`src/rtl/sobel_window_grad_if.sv`:
```
// sobel_window_grad_if
//   Video stream bundle around the Sobel window/gradient stage.
//   master: the upstream line buffer / bench; drives the three aligned pixel rows, the syncs and
//           the per-frame threshold, and receives the delayed syncs and the edge results.
//   slave : the gradient stage itself.
//   Signals
//     in_vs, in_hs, in_de  input syncs and data enable (active high)
//     row0, row1, row2     pixels from two lines up, one line up and the current line
//     threshold            binary edge threshold (MAG_W bits), taken once per frame
//     out_vs/out_hs/out_de syncs delayed to match the pipeline
//     edge_mag, edge_bin   saturated gradient magnitude and thresholded edge flag
interface sobel_window_grad_if #(
    parameter int unsigned PIX_W = 8
) ();
    localparam int unsigned MAG_W = PIX_W + 3;

    logic             in_vs;
    logic             in_hs;
    logic             in_de;
    logic [PIX_W-1:0] row0;
    logic [PIX_W-1:0] row1;
    logic [PIX_W-1:0] row2;
    logic [MAG_W-1:0] threshold;
    logic             out_vs;
    logic             out_hs;
    logic             out_de;
    logic [PIX_W-1:0] edge_mag;
    logic             edge_bin;

    modport master (
        output in_vs, in_hs, in_de, row0, row1, row2, threshold,
        input  out_vs, out_hs, out_de, edge_mag, edge_bin
    );

    modport slave (
        input  in_vs, in_hs, in_de, row0, row1, row2, threshold,
        output out_vs, out_hs, out_de, edge_mag, edge_bin
    );
endinterface

```
`src/rtl/sobel_window_grad.sv`:
```
// sobel_window_grad
//   Builds a 3x3 window from three vertically aligned pixel rows, computes |Gx|+|Gy| and emits a
//   saturated grey edge value plus a thresholded binary edge, four cycles after the input sample.
//   Syncs are delayed by the same amount. Pixels whose window is not yet complete (first two
//   columns of a line, first two lines of a frame) are forced to zero when BORDER_ZERO is set.
//   Ports
//     clk  pixel clock
//     rst  synchronous, active-high reset
//     vid  sobel_window_grad_if.slave (input rows/syncs/threshold, output edge results/syncs)
module sobel_window_grad #(
    parameter int unsigned PIX_W       = 8,
    parameter int unsigned BORDER_ZERO = 1
) (
    input  logic               clk,
    input  logic               rst,
    sobel_window_grad_if.slave vid
);
    localparam int unsigned MAG_W = PIX_W + 3;
    localparam int unsigned SUM_W = PIX_W + 2;
    localparam int unsigned CNT_W = 12;

    localparam logic [CNT_W-1:0] CntMax = '1;
    localparam logic [MAG_W-1:0] SatMax = {3'b000, {PIX_W{1'b1}}};

    // p[r][c]: r = 0 top .. 2 bottom, c = 2 newest column
    logic [PIX_W-1:0] win_q [3][3];

    logic             vs_prev_q, de_prev_q;
    logic [CNT_W-1:0] col_cnt_q, row_cnt_q;
    logic [MAG_W-1:0] thr_q;

    // Bit i holds the value sampled i+1 cycles ago; bit 3 drives the outputs.
    logic [3:0]       vs_dly_q, hs_dly_q, de_dly_q, inc_dly_q;

    logic [SUM_W-1:0] gx_pos_q, gx_neg_q, gy_pos_q, gy_neg_q;
    logic [SUM_W-1:0] gx_abs_q, gy_abs_q;
    logic [PIX_W-1:0] edge_mag_q;
    logic             edge_bin_q;

    logic             vs_rise, de_fall, incomplete, pix_ok;
    logic [MAG_W-1:0] mag;
    logic [PIX_W-1:0] mag_sat;

    function automatic logic [SUM_W-1:0] wsum(input logic [PIX_W-1:0] a,
                                              input logic [PIX_W-1:0] b,
                                              input logic [PIX_W-1:0] c);
        return {2'b00, a} + {1'b0, b, 1'b0} + {2'b00, c};
    endfunction

    // |a - b| of two unsigned sums; equals |signed difference| without sign extension.
    function automatic logic [SUM_W-1:0] abs_diff(input logic [SUM_W-1:0] a,
                                                  input logic [SUM_W-1:0] b);
        return (a >= b) ? (a - b) : (b - a);
    endfunction

    always_comb begin
        vs_rise    = vid.in_vs & ~vs_prev_q;
        de_fall    = ~vid.in_de & de_prev_q;
        // Counts before this pixel's increment
        incomplete = (col_cnt_q < CNT_W'(2)) | (row_cnt_q < CNT_W'(2));
        mag        = {1'b0, gx_abs_q} + {1'b0, gy_abs_q};
        mag_sat    = (mag > SatMax) ? {PIX_W{1'b1}} : mag[PIX_W-1:0];
        pix_ok     = de_dly_q[2] & ~((BORDER_ZERO != 0) & inc_dly_q[2]);
    end

    always_ff @(posedge clk) begin
        if (rst) begin
            for (int r = 0; r < 3; r++) begin
                for (int c = 0; c < 3; c++) begin
                    win_q[r][c] <= '0;
                end
            end
            vs_prev_q  <= 1'b0;
            de_prev_q  <= 1'b0;
            col_cnt_q  <= '0;
            row_cnt_q  <= '0;
            thr_q      <= '0;
            vs_dly_q   <= '0;
            hs_dly_q   <= '0;
            de_dly_q   <= '0;
            inc_dly_q  <= '0;
            gx_pos_q   <= '0;
            gx_neg_q   <= '0;
            gy_pos_q   <= '0;
            gy_neg_q   <= '0;
            gx_abs_q   <= '0;
            gy_abs_q   <= '0;
            edge_mag_q <= '0;
            edge_bin_q <= 1'b0;
        end else begin
            vs_prev_q <= vid.in_vs;
            de_prev_q <= vid.in_de;

            // S1: window shift
            if (vid.in_de) begin
                for (int r = 0; r < 3; r++) begin
                    win_q[r][0] <= win_q[r][1];
                    win_q[r][1] <= win_q[r][2];
                end
                win_q[0][2] <= vid.row0;
                win_q[1][2] <= vid.row1;
                win_q[2][2] <= vid.row2;
            end

            if (de_fall) begin
                col_cnt_q <= '0;
            end else if (vid.in_de && col_cnt_q != CntMax) begin
                col_cnt_q <= col_cnt_q + 1'b1;
            end

            // A frame start overrides a coincident line end.
            if (vs_rise) begin
                row_cnt_q <= '0;
            end else if (de_fall && row_cnt_q != CntMax) begin
                row_cnt_q <= row_cnt_q + 1'b1;
            end

            if (vs_rise) begin
                thr_q <= vid.threshold;
            end

            vs_dly_q  <= {vs_dly_q[2:0], vid.in_vs};
            hs_dly_q  <= {hs_dly_q[2:0], vid.in_hs};
            de_dly_q  <= {de_dly_q[2:0], vid.in_de};
            inc_dly_q <= {inc_dly_q[2:0], incomplete};

            // S2: weighted column/row sums
            gx_pos_q <= wsum(win_q[0][2], win_q[1][2], win_q[2][2]);
            gx_neg_q <= wsum(win_q[0][0], win_q[1][0], win_q[2][0]);
            gy_pos_q <= wsum(win_q[2][0], win_q[2][1], win_q[2][2]);
            gy_neg_q <= wsum(win_q[0][0], win_q[0][1], win_q[0][2]);

            // S3: absolute gradients
            gx_abs_q <= abs_diff(gx_pos_q, gx_neg_q);
            gy_abs_q <= abs_diff(gy_pos_q, gy_neg_q);

            // S4: magnitude, saturation, threshold
            edge_mag_q <= pix_ok ? mag_sat : '0;
            edge_bin_q <= pix_ok & (mag > thr_q);
        end
    end

    assign vid.out_vs   = vs_dly_q[3];
    assign vid.out_hs   = hs_dly_q[3];
    assign vid.out_de   = de_dly_q[3];
    assign vid.edge_mag = edge_mag_q;
    assign vid.edge_bin = edge_bin_q;
endmodule

```
`src/flat_wrapper.sv`:
```
// flat-port wrapper written by rule: the top's interface ports become plain ports
module sobel_window_grad_flat 
#(
    parameter int unsigned PIX_W       = 8,
    parameter int unsigned BORDER_ZERO = 1
)
  (clk, rst, vid_in_vs, vid_in_hs, vid_in_de, vid_row0, vid_row1, vid_row2, vid_threshold, vid_out_vs, vid_out_hs, vid_out_de, vid_edge_mag, vid_edge_bin);
  sobel_window_grad_if #(.PIX_W(PIX_W)) vid_i ();
  input  logic clk;
  input  logic rst;
  input wire logic [$bits(vid_i.in_vs)-1:0] vid_in_vs;
  input wire logic [$bits(vid_i.in_hs)-1:0] vid_in_hs;
  input wire logic [$bits(vid_i.in_de)-1:0] vid_in_de;
  input wire logic [$bits(vid_i.row0)-1:0] vid_row0;
  input wire logic [$bits(vid_i.row1)-1:0] vid_row1;
  input wire logic [$bits(vid_i.row2)-1:0] vid_row2;
  input wire logic [$bits(vid_i.threshold)-1:0] vid_threshold;
  output wire logic [$bits(vid_i.out_vs)-1:0] vid_out_vs;
  output wire logic [$bits(vid_i.out_hs)-1:0] vid_out_hs;
  output wire logic [$bits(vid_i.out_de)-1:0] vid_out_de;
  output wire logic [$bits(vid_i.edge_mag)-1:0] vid_edge_mag;
  output wire logic [$bits(vid_i.edge_bin)-1:0] vid_edge_bin;
  assign vid_i.in_vs = vid_in_vs;
  assign vid_i.in_hs = vid_in_hs;
  assign vid_i.in_de = vid_in_de;
  assign vid_i.row0 = vid_row0;
  assign vid_i.row1 = vid_row1;
  assign vid_i.row2 = vid_row2;
  assign vid_i.threshold = vid_threshold;
  assign vid_out_vs = vid_i.out_vs;
  assign vid_out_hs = vid_i.out_hs;
  assign vid_out_de = vid_i.out_de;
  assign vid_edge_mag = vid_i.edge_mag;
  assign vid_edge_bin = vid_i.edge_bin;
  sobel_window_grad #(.PIX_W(PIX_W), .BORDER_ZERO(BORDER_ZERO)) u_core (.clk(clk), .rst(rst), .vid(vid_i));
endmodule
```
`config.mk`:
```
export PLATFORM = sky130hd
export DESIGN_NAME = sobel_window_grad_flat
export DESIGN_NICKNAME = d
export VERILOG_FILES = /design/src/rtl/sobel_window_grad_if.sv /design/src/rtl/sobel_window_grad.sv /design/src/flat_wrapper.sv
export SDC_FILE = /design/constraint.sdc
export NUM_CORES = 1
export LEC_CHECK = 0
export BUFFER_PORTS_ARGS = -buffer_cell sky130_fd_sc_hd__buf_4
export CORE_ASPECT_RATIO = 2
export CORE_MARGIN = 3
export CORE_UTILIZATION = 60
export CTS_BUF_LIST = sky130_fd_sc_hd__clkbuf_16
export CTS_CLUSTER_SIZE = 16
export DETAILED_ROUTE_END_ITERATION = 8
export HOLD_SLACK_MARGIN = 0.03
export PLACE_DENSITY = 0.78
export SLEW_MARGIN = 20
export SYNTH_ARGS = -nofsm -noshare
export SYNTH_HDL_FRONTEND = slang
export SYNTH_SLANG_ARGS = --single-unit
```
`constraint.sdc`:
```
create_clock -name clk -period 7.65 [get_ports clk]
set_input_delay 1.9125 -clock clk [delete_from_list [all_inputs] [get_ports clk]]
set_output_delay 1.9125 -clock clk [all_outputs]
set_load 0.02 [all_outputs]
```
* After elaboration in Yosys (flattened, before gate mapping)
Memories as Yosys holds them, arrays and structs flattened.
Index checks and enable logic that the tools add are counted.
** Word-level totals
- Flip-flop bits (word level) :: 121
- Memory bits (writable) :: 72
- Bits of input ports :: 40
- Output and inout port bits :: 12
- Word-level logic and storage cells :: 81
- Memories :: 1
** Memory list
- u_core.win_q :: depth 3, bits a word 24, rd ports 3, clocked after Yosys merged registers in 0, write ports 3, line sobel_window_grad.sv:26 : logic [PIX_W-1:0] win_q [3][3];
** Cells by class
- Add/subtract/negate cells :: 15
- Order comparisons :: 6
- Equality and inequality tests :: 2
- Muxes and demuxes :: 17
- Bitwise operators :: 18
- Reduce and logical (&&, ||, !) cells :: 5
** Operator list (count)
- 2-to-1 mux 8 bit :: 10
- adder 10 x 8 -> 10 bit :: 4
- adder 8 x 9 -> 10 bit :: 4
- subtractor 10 bit :: 4
- adder 12 x 1 -> 12 bit (second input constant) :: 2
- < comparator 12 x 2 -> 1 bit (second input constant) :: 2
- != test 12 bit (second input constant) :: 2
- greater-or-equal comparator 10 bit :: 2
- 2-to-1 mux 10 bit :: 2
- adder 10 x 10 -> 11 bit :: 1
- greater-than comparator 11 bit :: 1
- greater-than comparator 11 x 8 -> 1 bit (second input constant) :: 1
- OR 1 bit :: 10
- OR reduction 2 bit :: 3
- 2-to-1 mux 1 bit :: 5
- bitwise AND 1 bit :: 4
- NOT 1 bit :: 4
- logical AND 1 bit :: 2

* Logic depth before layout (Yosys ltp)
- Word-level depth :: 4
- Mapped depth :: 14
- Mapped depth without buffers :: 14

* Least setup slack after synthesis
Ideal clock, no wire load.
- Path type :: input to register
- From :: input port rst
- To :: memory u_core.win_q[0][0] (netlist bit) (enable)
- Library setup time :: 0.399 ns
- Data arrival time :: 3.693 ns
- Setup slack :: 3.558 ns
- Cell stages on the path :: 4
- Buffers on the path :: 3
- Path through :: clkbuf_1 clkbuf_1 clkbuf_1 or2_2
** RTL lines
- start: declaration :: line flat_wrapper.sv:10 : input logic rst;
- end: declaration :: line sobel_window_grad.sv:26

* Final worst setup path
- From :: register u_core.gy_abs_q[3]
- To :: register u_core.edge_bin_q, in the netlist u_core.vid.edge_bin
** Between the ends
- Longest elaborated chain between the ends :: 3
** RTL lines
- start: declaration :: line sobel_window_grad.sv:36 : logic [SUM_W-1:0] gx_abs_q, gy_abs_q;
- start signal: assignment :: line sobel_window_grad.sv:135 : gy_abs_q <= abs_diff(gy_pos_q, gy_neg_q);
- adder 10 x 10 -> 11 bit :: line sobel_window_grad.sv:61 : mag = {1'b0, gx_abs_q} + {1'b0, gy_abs_q};
- greater-than comparator 11 bit :: line sobel_window_grad.sv:139 : edge_bin_q <= pix_ok & (mag > thr_q);
- bitwise AND 1 bit :: line sobel_window_grad.sv:139
- end signal: assignment :: line sobel_window_grad.sv:139
- end: declaration :: line sobel_window_grad.sv:38 : logic edge_bin_q;
No other way between the ends.
A chain may end at the register's enable or synchronous reset.

==> flow_summary.ini <==
[timing]
period_share = 0.428
tns_ns = 0
setup_viol = 0
hold_violations = 0
fmax_ghz = 0.305
relSlewSlack = 0.330
worst_pin_slew_ns = 1.01
fin_skew_ns = 0.0114
fin_ws_ns = 4.38
rsz0062_at_grt = no
final_max_slew_viol_count = 0
period_needed_ns = 3.27

[synthesis]
avgSynthCellArea_um2 = 10.2
yosysTopAreaCell = dfxtp_1
seq_area_frac_synth = 0.430
async_flop_share = 0
ys_ff_latch = 191
synth_flop_cell = dfxtp_1
synth.distinct_cells = 54
postSynthNetCount = 1209
synth_area_leaders = dfxtp_1 (23%), edfxtp_1 (20%), ha_1 (11%)
yosys_warnings = 0
syn_area_mm2 = 0.0106
netlist_instances = 1037
synth-edff-count = 72
yosys.area.top_type_share = 0.225

[placed_design]
port_buffers = 51
routabilityCongestion = 0.870
pre_cts_ws_ns = 3.74
dp_hpwl_um = 14900

[setup_path]
cp_cell_sequence = ha_1 > a21oi_1 > nor2b_1 > a311o_1 > a21o_1 > a21oi_2 > xnor2_1 > ha_1 > nand2_1 > nor2_1 > a221oi_1 > maj3_2 > nor3b_1 > o221a_2
cp-end-kind = flop
cpPeakStageDelay_ns = 0.40
required_ns = 7.97
arrival_ns = 3.60
cp_max_fo = 5
critPathSlowestCell = a311o_1
crit_type = reg -> reg
path_common_cell = ha_1
cp-start-kind = flop

[floorplan]
coreArea_mm2 = 0.0173
rows = 68
dieArea_mm2 = 0.0193
fp.dieW_um = 99.8
die_y_um = 194
ios = 52
start_util = 0.612

[route]
dr.pass1.iters = 4
wirelength_um = 19800
ant_nets = 0
via_count = 7082
post_drt_wl_per_cell_um = 15.1
vias_per_cell = 5.43
drc_errors = 0
drtIter0Drc = 185

[grt]
grt.overflow.total = 0
track_usage = 0.211
antenna_found_initial = 0
grt_pass1_vias = 7221
grt_pass1_wl_um = 32300
grt_max_degree = 100

[clocking]
cts.path.max_buffers = 2
postCtsSetupRepairBufs = 0
cts.sinks = 191
htreeDepth = 4
hold_buffers = 0
path_clk_slew_ns = 0.07
cts_tree = yes
post_cts_resized = 0
clock-root-buffer = clkbuf_16
cts_made_buffers = 17
worstSkewPairLatency_ns = 0.43

[power]
ir_worst_vdd_mv = 0.187
p_leak_nw = 5.12
power.density_mw_per_mm2 = 300

[finish]
fillers = 1384
fin_nets = 1254
final_common_cell = dfxtp_1
layout-drive-gt1-share = 0.0959
num_antenna_cells = 0
final_cell_mix = dfxtp_1 (119), nor2_1 (114), ha_1 (95), inv_1 (80), and2_1 (74)
syn2layout_area_growth_pct = 11.0

[flow_run]
drv_cap = 0

[worst_hold_path]
hp-class = reg -> reg

[status]
outcome = completed
==> final timing paths <==
check                startpoint             endpoint  slack (ns)  depth (start not counted)
min reg2reg  u_core.de_dly_q[1]   u_core.de_dly_q[2]        0.44                          1
min          u_core.de_dly_q[1]   u_core.de_dly_q[2]        0.44                          1
max          u_core.gy_abs_q[3]  u_core.vid.edge_bin        4.38                         14
max reg2reg  u_core.gy_abs_q[3]  u_core.vid.edge_bin        4.38                         14
==> report_power, final <==
group	internal (mW)	switching (mW)
combinational	0.621	0.759
sequential	1.18	0.0796
clock	0.504	0.377
total	2.31	1.22
==> registers in the layout, summed over array words and instances, names as in the netlist, 10 cells and up <==
name              flops
u_core.gy_pos_q      10
u_core.gx_abs_q      10
u_core.col_cnt_q     12
u_core.gx_neg_q      10
u_core.gy_neg_q      10
u_core.gy_abs_q      10
u_core.row_cnt_q     12
u_core.thr_q         11
u_core.win_q         72
u_core.gx_pos_q      10
==> critical path, delay by kind of cell, from the launching register on <==
kind	cells	cell delay, ns
AND/OR/NAND/NOR	4	0.23
AO/OA/AOI/OAI	6	1.44
XOR/XNOR	1	0.23
flip-flops	1	0.32
adder cells (fa/ha/maj)	3	0.95
==> synth_stat cells, types with 2 or more instances <==
library cell	instances
a21boi_0	5
a21o_1	26
a21oi_1	50
a311oi_1	2
a31oi_1	4
and2_1	74
and3_1	4
and4_1	2
buf_1	2
buf_2	2
clkbuf_1	22
dfxtp_1	119
edfxtp_1	72
fa_1	37
ha_1	95
inv_1	79
mux2_2	10
mux2i_1	10
nand2_1	51
nand2b_1	21
nand3_1	10
nand4_1	11
nor2_1	115
nor2b_1	52
nor3_1	18
nor4_1	4
o21a_1	6
o21ai_0	41
o21ai_2	2
o22ai_1	3
o41a_1	7
o41ai_1	3
o41ai_4	2
xnor2_1	26
xor2_1	31
==> kinds of logic after synthesis <==
group / synth area share
DFF: 0.430
and+or+nand+nor: 0.175
AOI/OAI and AO/OA: 0.103
adders and majority gates: 0.184
muxes: 0.0201
buffers and inverters: 0.0393
xor gates and xnor gates: 0.0494
==> through the flow <==
step	cells	instance area (µm²)	total power, mW	utilization	hold WS (ns)
after floorplan	1037	10600	2.35	-	0.414
after global placement	1272	11100	2.61	0.644	0.420
after detailed placement	1272	11100	2.65	0.644	0.422
after CTS	1304	11700	3.54	0.678	0.437
final	1305	11700	3.52	0.679	0.438
after global routing	1305	11700	3.75	0.679	0.455
==> layout make-up <==
cell class / instances / area (µm²) / share of cell area
clock buffers: 19 / 475 / 0.0405
clock inverters: 13 / 123 / 0.0104
inverters: 79 / 297 / 0.0253
multi-input cells: 739 / 5620 / 0.479
flip-flops and latches: 191 / 4540 / 0.387
well taps: 210 / 263 / 0.0224
repair buffers: 54 / 418 / 0.0356
==> metal layers <==
| layer | up-vias | global-route usage | wire length (µm) | share of wire |
|---|---|---|---|---|
| li1 | 3574 | - | - | - |
| met1 | 3344 | 0.207 | 7270 | 0.37 |
| met2 | 117 | 0.406 | 11300 | 0.57 |
| met3 | 47 | 0.0302 | 395 | 0.020 |
| met4 | 0 | 0.115 | 816 | 0.041 |
| met5 | - | 0 | 0 | 0 |
No activity file was read; power rests on OpenSTA's default activity.
